<file path="src/rtl/sha_pad.sv">
// sha_pad: packs a big-endian byte message into FIPS 180-4 padded 512-bit blocks for SHA-224/256.
// Latency: last word accepted -> blk_enable two cycles later; 16th word of a full block -> blk_enable next cycle.
// Backpressure: in_ready is low from block hand-off until blk_done (WAIT_DONE=1) or for PAD/SEND only (WAIT_DONE=0).
module sha_pad #(
    parameter bit WAIT_DONE = 1'b1,
    parameter int LEN_W     = 64
) (
    input  logic         clk,
    input  logic         rst,
    input  logic [31:0]  in_data,
    input  logic [2:0]   in_bytes,
    input  logic         in_last,
    input  logic         in_op,
    input  logic         in_valid,
    output logic         in_ready,
    output logic [511:0] blk_data,
    output logic [63:0]  blk_index,
    output logic         blk_op,
    output logic         blk_enable,
    input  logic         blk_done,
    output logic         msg_done
);

    typedef enum logic [2:0] {IDLE, FILL, PAD, SEND, WAIT} state_t;

    localparam logic [31:0] MARKER = 32'h8000_0000;

    state_t           state;
    logic [511:0]     buf_q;      // block under construction, word w at [32*w +: 32]
    logic [4:0]       wp;         // next word slot, 0..16
    logic [4:0]       mark_idx;   // slot holding the 0x80 marker; 16 means it spills into the next block
    logic [LEN_W-1:0] len_q;      // message length in bits
    logic             pend_len;   // a length-only follow-up block is still owed
    logic             pend_mark;  // that follow-up block also carries the marker in word 0
    logic             final_q;    // block currently handed off is the last of the message

    logic             accept;
    logic             advance;
    logic [2:0]       nb;
    logic [31:0]      wdat;
    logic [63:0]      len64;
    logic [511:0]     acc_blk;
    logic [511:0]     pad_blk;

    assign accept  = in_valid & in_ready;
    assign advance = (state == SEND && !WAIT_DONE) || (state == WAIT && blk_done);

    // Byte count of the incoming word and the word as stored, with marker and masking applied
    always_comb begin
        nb = (in_last && in_bytes < 3'd4) ? in_bytes : 3'd4;
        case (nb)
            3'd0:    wdat = MARKER;
            3'd1:    wdat = {in_data[31:24], 24'h80_0000};
            3'd2:    wdat = {in_data[31:16], 16'h8000};
            3'd3:    wdat = {in_data[31:8], 8'h80};
            default: wdat = in_data;
        endcase
        len64 = '0;
        len64[LEN_W-1:0] = len_q;
    end

    // Buffer contents after the accepted word (plus a trailing marker word for a full last word)
    always_comb begin
        acc_blk = buf_q;
        for (int w = 0; w < 16; w++) begin
            if (5'(w) == wp)
                acc_blk[32*w +: 32] = wdat;
            else if (in_last && nb == 3'd4 && 5'(w) == wp + 5'd1)
                acc_blk[32*w +: 32] = MARKER;
        end
    end

    // Padded block: zero past the marker, length in words 14/15 when it fits or on the follow-up block
    always_comb begin
        pad_blk = '0;
        for (int w = 0; w < 16; w++) begin
            if (pend_len) begin
                if (w == 0 && pend_mark)
                    pad_blk[31:0] = MARKER;
            end else if (5'(w) <= mark_idx) begin
                pad_blk[32*w +: 32] = buf_q[32*w +: 32];
            end
        end
        if (pend_len || mark_idx <= 5'd13) begin
            pad_blk[479:448] = len64[63:32];
            pad_blk[511:480] = len64[31:0];
        end
    end

    // Message/block sequencing with registered handshake and block outputs
    always_ff @(posedge clk or posedge rst) begin
        if (rst) begin
            state      <= IDLE;
            in_ready   <= 1'b1;
            blk_enable <= 1'b0;
            msg_done   <= 1'b0;
            blk_data   <= '0;
            blk_index  <= '0;
            blk_op     <= 1'b0;
            wp         <= '0;
            mark_idx   <= '0;
            len_q      <= '0;
            buf_q      <= '0;
            pend_len   <= 1'b0;
            pend_mark  <= 1'b0;
            final_q    <= 1'b0;
        end else begin
            msg_done <= 1'b0;
            case (state)
                IDLE, FILL: begin
                    if (accept) begin
                        if (state == IDLE)
                            blk_op <= in_op;
                        buf_q <= acc_blk;
                        wp    <= wp + 5'd1;
                        len_q <= len_q + LEN_W'({nb, 3'b000});
                        if (in_last) begin
                            state    <= PAD;
                            in_ready <= 1'b0;
                            mark_idx <= (nb == 3'd4) ? wp + 5'd1 : wp;
                        end else if (wp == 5'd15) begin
                            state      <= SEND;
                            in_ready   <= 1'b0;
                            blk_data   <= acc_blk;
                            blk_enable <= 1'b1;
                            final_q    <= 1'b0;
                        end else begin
                            state <= FILL;
                        end
                    end
                end
                PAD: begin
                    blk_data   <= pad_blk;
                    blk_enable <= 1'b1;
                    final_q    <= pend_len || (mark_idx <= 5'd13);
                    pend_len   <= !pend_len && (mark_idx > 5'd13);
                    pend_mark  <= !pend_len && (mark_idx == 5'd16);
                    state      <= SEND;
                end
                SEND, WAIT: begin
                    blk_enable <= 1'b0;
                    if (advance) begin
                        wp    <= '0;
                        buf_q <= '0;
                        if (pend_len) begin
                            blk_index <= blk_index + 64'd1;
                            state     <= PAD;
                            in_ready  <= 1'b0;
                        end else if (final_q) begin
                            blk_index <= '0;
                            len_q     <= '0;
                            msg_done  <= 1'b1;
                            state     <= IDLE;
                            in_ready  <= 1'b1;
                        end else begin
                            blk_index <= blk_index + 64'd1;
                            state     <= FILL;
                            in_ready  <= 1'b1;
                        end
                    end else begin
                        state <= WAIT;
                    end
                end
                default: begin
                    state    <= IDLE;
                    in_ready <= 1'b1;
                end
            endcase
        end
    end

endmodule

</file>
<file path="config.mk">
export PLATFORM = sky130hd
export DESIGN_NAME = sha_pad
export DESIGN_NICKNAME = d
export VERILOG_FILES = /design/src/rtl/sha_pad.sv
export SDC_FILE = /design/constraint.sdc
export NUM_CORES = 2
export LEC_CHECK = 0
export CAP_MARGIN = 20
export CORE_AREA = 2 2 295 297
export CTS_CLUSTER_DIAMETER = 30
export DETAILED_ROUTE_END_ITERATION = 10
export DIE_AREA = 0 0 297 299
export MAX_ROUTING_LAYER = met4
export PLACE_DENSITY = 0.84
export SLEW_MARGIN = 40
export SYNTH_ARGS = -nofsm -noshare
export SYNTH_HDL_FRONTEND = slang
export SYNTH_SLANG_ARGS = --single-unit
</file>
<file path="constraint.sdc">
create_clock -name clk -period 68.3 [get_ports clk]
set_input_delay 13.66 -clock clk [delete_from_list [all_inputs] [get_ports clk]]
set_output_delay 13.66 -clock clk [all_outputs]
set_load 0.01 [all_outputs]
</file>
Word level (Yosys, flattened, before mapping)
Index checks and enable logic that the tools add are counted.
{"block": "classes", "mux": 110, "bitwise_logic": 2, "addsub": 3, "order_cmp": 19, "eq_ne": 47, "n_reduce_logical": 40}
{"cell": "$mux 512", "n": 5}
{"cell": "$mux 32", "n": 65}
{"cell": "$pmux 512 s2", "n": 2}
{"cell": "$mux 64", "n": 7}
{"cell": "$pmux 32 s4", "n": 1}
{"cell": "$pmux 64 s2", "n": 1}
{"cell": "$eq 4x5->1 const A", "n": 16}
{"cell": "$add 64x1->64 const B", "n": 1}
{"cell": "$add 64x6->64", "n": 1}
{"cell": "$eq 3x5->1 const A", "n": 8}
{"cell": "$le 4x5->1 const A", "n": 8}
{"cell": "$logic_and 1x1->1", "n": 21}
{"cell": "$eq 2x5->1 const A", "n": 4}
{"cell": "$le 3x5->1 const A", "n": 4}
{"cell": "$mux 1", "n": 15}
{"cell": "$mux 5", "n": 3}
{"cell": "$eq 3x2->1 const B", "n": 4}
{"cell": "$ne 2x2->1 const B", "n": 6}
{"cell": "$reduce_and 4->1", "n": 3}
{"cell": "$eq 1x5->1 const A", "n": 2}
{"cell": "$le 1x5->1 const A", "n": 2}
{"cell": "$le 2x5->1 const A", "n": 2}
{"cell": "$logic_not 5->1", "n": 2}
{"cell": "$pmux 5 s2", "n": 1}
{"cell": "other kinds (25)", "n": 37}
{"block": "totals", "wordCells": 235, "regBits": 1172, "output_inout_bits": 580}

Longest topological paths before layout
{"block": "depth", "ltp_word": 12, "mapped_depth": 13, "depth_no_buf": 9}

Worst setup path after synthesis
OpenSTA, ideal clock, no wires.
{"block": "synth_path", "path_kind": "input port to flip-flop", "start": "input in_last", "end": "register len_q[14] (netlist: len64[14])", "arrival_time_ns": 16.366, "n_path_buf": 4, "slack_ns": 51.802, "stages": 11, "required_ns": 68.168, "setup_time_ns": 0.132, "path_cell_list": "clkbuf_1 nor2b_1 inv_1 clkbuf_1 ha_1 and4_1 o311ai_1 clkbuf_1 buf_2 xor2_1 nor2_1"}
{"block": "synth_between", "elab_chain_len": 5}
{"item": "start: declaration", "line": "12", "text": "input logic in_last,"}
{"item": "$logic_and 1x1->1", "line": "50", "text": "nb = (in_last && in_bytes < 3'd4) ? in_bytes : 3'd4;"}
{"item": "$mux 3", "line": "50"}
{"item": "$add 64x6->64", "line": "116", "text": "len_q <= len_q + LEN_W'({nb, 3'b000});"}
{"item": "$mux 64", "line": "111", "text": "if (accept) begin"}
{"item": "$pmux 64 s2", "line": "109", "text": "case (state)"}
{"item": "end signal: assignment", "line": "116"}
{"item": "end: declaration", "line": "32", "text": "logic [LEN_W-1:0] len_q;"}
Every way passes these cells. The select of a mux whose other input is x is not followed.
A chain may end at the register's enable or synchronous reset.

Worst setup path in the final report
{"block": "layout_path", "start": "input in_last", "end": "register len_q[55] (netlist: len64[55])"}
The elaborated chain is that of the path after synthesis.

==> implementation parameters <==
Parameter                              Value

Timing
  Final cycle utilization of the critical path    0.250
  Fin. Hold Viols    0
  Post-layout worst setup margin    slightly above 50 ns
  Highest clock frequency the design can meet    approximately 0.06 GHz
  Final setup violating endpoints    0
  Final period demand of the worst path    about 17 ns
  Post-route clock skew    0.0426 ns
  Relative slew slack    0.340
  Actual transition at the worst max-transition pin    around 1 ns
  Final Slew Violations    0
  Unrepaired setup endpoints after global routing    false
  Setup TNS    0 ns
  Worst Hold Slack    0.473 ns

Synthesis
  Main flop type after synthesis    sky130_fd_sc_hd__dfrtp_1
  Count of distinct cell types in the synthesized netlist    around 70
  Post-synth net total    between 5k and 6k
  Post-Syn Area    roughly 51000 µm²
  Flop and latch count out of synthesis    1169
  Share of the yosys chip area belonging to registers    0.575
  Share of async-settable or async-resettable flops after synthesis    1.00
  Library cell occupying the most area in the post-synthesis netlist    sky130_fd_sc_hd__dfrtp_1
  Share of the synthesized area in the top cell type    0.575
  Count of synthesis-stage warnings from yosys    0
  Synthesized netlist cell count    between 4k and 5k
  Avg Synthesized Cell Area    between 10 and 15 µm²
  Number of synthesized flops with an enable pin    0
  Most area-consuming cells after synthesis    sky130_fd_sc_hd__dfrtp_1 (57%), sky130_fd_sc_hd__o2bb2ai_1 (5.9%), sky130_fd_sc_hd__nor2_1 (5.6%)

Pwr
  Maximum vdd ir drop    between 0.00003 and 0.00004 V
  Power density normalized to cell area    ~45 nW/µm²
  Leakage    between 0.02 and 0.03 µW

Floorplan
  Placement row count    108
  Height of the die    approximately 300 µm
  Effective utilization at floorplan    0.592
  Die boundary width    297 µm
  Die footprint    between 80000 and 90000 µm²
  Core region area    between 80000 and 90000 µm²
  I/O pin count    roughly 620

Routing
  Total detailed-routing wirelength    208000 µm
  Starting DRC count in detailed routing    8172
  Via density per instance    just over 7
  Vias after detailed routing    between 40k and 50k
  Antenna Violating Nets Remaining    0
  Routed wire length per instance    just over 30 µm
  First-pass DRT Iterations    8
  DRC violation count after routing    0

Setup path
  Worst-case reg-to-reg path depth    10
  Type of the worst setup path    in -> reg
  Critical path cell sequence    clkdlybuf4s50_1 -> buf_4 -> nor2b_1 -> inv_1 -> ha_1 -> o2bb2ai_1 -> or4_1 -> or4_1 -> a21oi_1
  CP max stage delay    0.98 ns
  Cell mode on critical path    sky130_fd_sc_hd__or4_1
  Critical path data required time    68.99 ns
  Maximum net fanout on the critical path    26
  Destination of the worst register-to-register timing path    blk_data[227]
  CP Capture Type    flop
  Register-to-register setup slack    63.14 ns
  Crit path arrival time    about 18 ns
  Startpoint of the lowest-slack register-to-register path    wp[0]
  Critical path origin    in_last
  Launching element type of the critical path    input port
  Slowest cell on the critical path    sky130_fd_sc_hd__or4_1

Clock network
  Clock input transition at the sequential cells of the worst setup and hold paths    around 0.05 ns
  Maximum clock insertion buffer count    3
  TritonCTS Buffers    just over 200
  Number of gates given a new drive strength after cts    0
  Count of clock tree sinks    ~1.2k
  Hold-fix buffers at CTS    0
  Master cell of the clock root buffer    sky130_fd_sc_hd__clkbuf_16
  Post-CTS setup buffers    0
  Clock tree from TritonCTS    built
  Number of H-tree branching levels    4
  Worst-skew pair later-pin latency    roughly 0.8 ns

Cells and area
  Finished layout cell area    ~66000 µm²
  Core utilization of the finished layout    0.764
  Share of post-route cells with drive strength above 1    0.109
  Layout net count    around 5.5k
  Layout-stage area growth over the synthesis result    29.1%

Placement
  Final HPWL DP    around 120000 µm
  Setup slack at placement    a little over 50 ns
  Port-buffer cells    620
  Post-detailed-placement cell area    slightly below 60000 µm²
  Final estimated routing congestion in global placement    about 0.98

Min path
  Hold Path Origin    buf_q[246]
  Hold Path Sink    blk_data[246]
  Min-delay worst type    reg -> reg
  Worst Hold Path Cells    1

Global route
  Global route overflow    0
  Pin count of the biggest net entering global routing    around 150
  First-pass GRT wire length    between 300000 and 400000 µm
  Antenna violations before repair    13
  Overall track demand over capacity in global routing    0.475
  Via count of the first global-routing pass    around 48k

Run status
  Outcome    finished, final reports clean

Run
  Maxcap violations    0
Yosys cell counts, types with 10 or more instances:
| cell | instances |
|---|---|
| sky130_fd_sc_hd__a221oi_1 | 281 |
| sky130_fd_sc_hd__ha_1 | 11 |
| sky130_fd_sc_hd__dfrtp_1 | 1168 |
| sky130_fd_sc_hd__clkbuf_1 | 449 |
| sky130_fd_sc_hd__inv_1 | 46 |
| sky130_fd_sc_hd__a211oi_1 | 56 |
| sky130_fd_sc_hd__a21oi_1 | 305 |
| sky130_fd_sc_hd__and2_0 | 13 |
| sky130_fd_sc_hd__o31ai_1 | 44 |
| sky130_fd_sc_hd__nand4_1 | 43 |
| sky130_fd_sc_hd__and4_1 | 15 |
| sky130_fd_sc_hd__nand2b_1 | 13 |
| sky130_fd_sc_hd__mux2i_1 | 34 |
| sky130_fd_sc_hd__and2_1 | 32 |
| sky130_fd_sc_hd__buf_1 | 23 |
| sky130_fd_sc_hd__nand2_1 | 327 |
| sky130_fd_sc_hd__o21a_1 | 11 |
| sky130_fd_sc_hd__o221ai_1 | 17 |
| sky130_fd_sc_hd__nor3_1 | 63 |
| sky130_fd_sc_hd__or2_2 | 10 |
| sky130_fd_sc_hd__nor2_1 | 760 |
| sky130_fd_sc_hd__xnor2_1 | 12 |
| sky130_fd_sc_hd__a22oi_1 | 101 |
| sky130_fd_sc_hd__o2bb2ai_1 | 344 |
| sky130_fd_sc_hd__o21ai_0 | 319 |
| sky130_fd_sc_hd__and3_1 | 15 |
| sky130_fd_sc_hd__o22ai_1 | 23 |
| sky130_fd_sc_hd__or3_1 | 39 |
| sky130_fd_sc_hd__xor2_1 | 24 |
| sky130_fd_sc_hd__buf_2 | 19 |
| sky130_fd_sc_hd__nand3_1 | 69 |
| sky130_fd_sc_hd__a221o_1 | 80 |
| sky130_fd_sc_hd__or4_1 | 44 |
| sky130_fd_sc_hd__nor4_1 | 21 |
| sky130_fd_sc_hd__nor2b_1 | 14 |
logic make-up after synthesis:
group           after synthesis  share of synthesized area
compound gates             1646                      0.232
simple gates               1528                      0.136
flops                      1169                      0.575
buf+inv                     538                     0.0403
xor+xnor                     36                    0.00620
mux                          36                    0.00713
fa+ha+maj                    11                    0.00271
per-layer routing:
metal / routed length (µm) / part of all wire / vias up / global-route usage
li1: - / - / 19300 / -
met1: 69900 / 0.34 / 23600 / 0.571
met2: 88000 / 0.42 / 4448 / 0.647
met3: 32200 / 0.16 / 1207 / 0.200
met4: 17600 / 0.085 / 0 / 0.328
met5: 0 / 0 / - / -
layout by cell type, fill, tap and decap left out, types with 13 or more instances in the layout:
master                            count
sky130_fd_sc_hd__a211oi_1            55
sky130_fd_sc_hd__a21oi_1            302
sky130_fd_sc_hd__a221o_1             80
sky130_fd_sc_hd__a221oi_1           281
sky130_fd_sc_hd__a22oi_1            101
sky130_fd_sc_hd__and2_1              27
sky130_fd_sc_hd__and3_1              15
sky130_fd_sc_hd__and4_1              15
sky130_fd_sc_hd__buf_4              108
sky130_fd_sc_hd__buf_6               13
sky130_fd_sc_hd__bufinv_16           22
sky130_fd_sc_hd__clkbuf_1            20
sky130_fd_sc_hd__clkbuf_16          204
sky130_fd_sc_hd__clkbuf_8            30
sky130_fd_sc_hd__clkdlybuf4s50_1    620
sky130_fd_sc_hd__clkinv_2            24
sky130_fd_sc_hd__clkinv_4            15
sky130_fd_sc_hd__clkinvlp_4          25
sky130_fd_sc_hd__dfrtp_1           1168
sky130_fd_sc_hd__inv_1               44
sky130_fd_sc_hd__inv_6               20
sky130_fd_sc_hd__mux2i_1             33
sky130_fd_sc_hd__nand2_1            313
sky130_fd_sc_hd__nand2_2             14
sky130_fd_sc_hd__nand2b_1            13
sky130_fd_sc_hd__nand3_1             69
sky130_fd_sc_hd__nand4_1             43
sky130_fd_sc_hd__nor2_1             747
sky130_fd_sc_hd__nor3_1              61
sky130_fd_sc_hd__nor4_1              21
sky130_fd_sc_hd__o21ai_0            309
sky130_fd_sc_hd__o221ai_1            17
sky130_fd_sc_hd__o22ai_1             23
sky130_fd_sc_hd__o2bb2ai_1          344
sky130_fd_sc_hd__o31ai_1             36
sky130_fd_sc_hd__or3_1               39
sky130_fd_sc_hd__or4_1               44
sky130_fd_sc_hd__xor2_1              24
registers in the layout, summed over array words and instances (netlist names):
name	count
blk_data	512
buf_q	512
blk_index	64
len64	61
mark_idx	5
wp	5
state	3
blk_enable	1
blk_op	1
final_q	1
in_ready	1
msg_done	1
pend_len	1
pend_mark	1
where the power goes:
group          switching (µW)  internal [µW]  leakage (µW)
sequential                167            870        0.0150
clock                     383            669       0.00343
combinational             470            368       0.00911
total                    1020           1910        0.0275
area by class of cell:
type	count	area, µm²
clock buffers	253	5580
inverters	46	185
flip-flops and latches	1169	29300
clock inverters	120	1580
fillers	5332	20300
diodes	12	30.0
multi-input cells	3257	20100
repair buffers	758	7540
well taps	1155	1450
worst max path at each step:
| stage | end | slack [ns] | cells after the start |
|---|---|---|---|
| 2_1_floorplan | blk_data[0] | 21.71 | 1 |
| 3_3_place_gp | blk_data[207] | 50.55 | 5 |
| 3_5_place_dp | len64[55] | 50.48 | 9 |
| 4_1_cts | len64[51] | 51.30 | 9 |
| 5_1_grt | len64[41] | 51.05 | 9 |
| 6_report | len64[55] | 51.23 | 9 |
per-stage QoR:
stage | std cells | power, µW
global placement | 6371 | 1800
detailed placement | 6382 | 1820
finish | 6770 | 2930
global route | 6766 | 3010
floorplan | 4964 | 1350
CTS | 6755 | 2890
critical path: cells and delay by family:
family / cells / cell delay, ns
simple gates: 3 / 2.06
buf+inv: 3 / 1.15
fa+ha+maj: 1 / 0.45
compound gates: 2 / 0.41
Power figures use the tool's default switching activity.
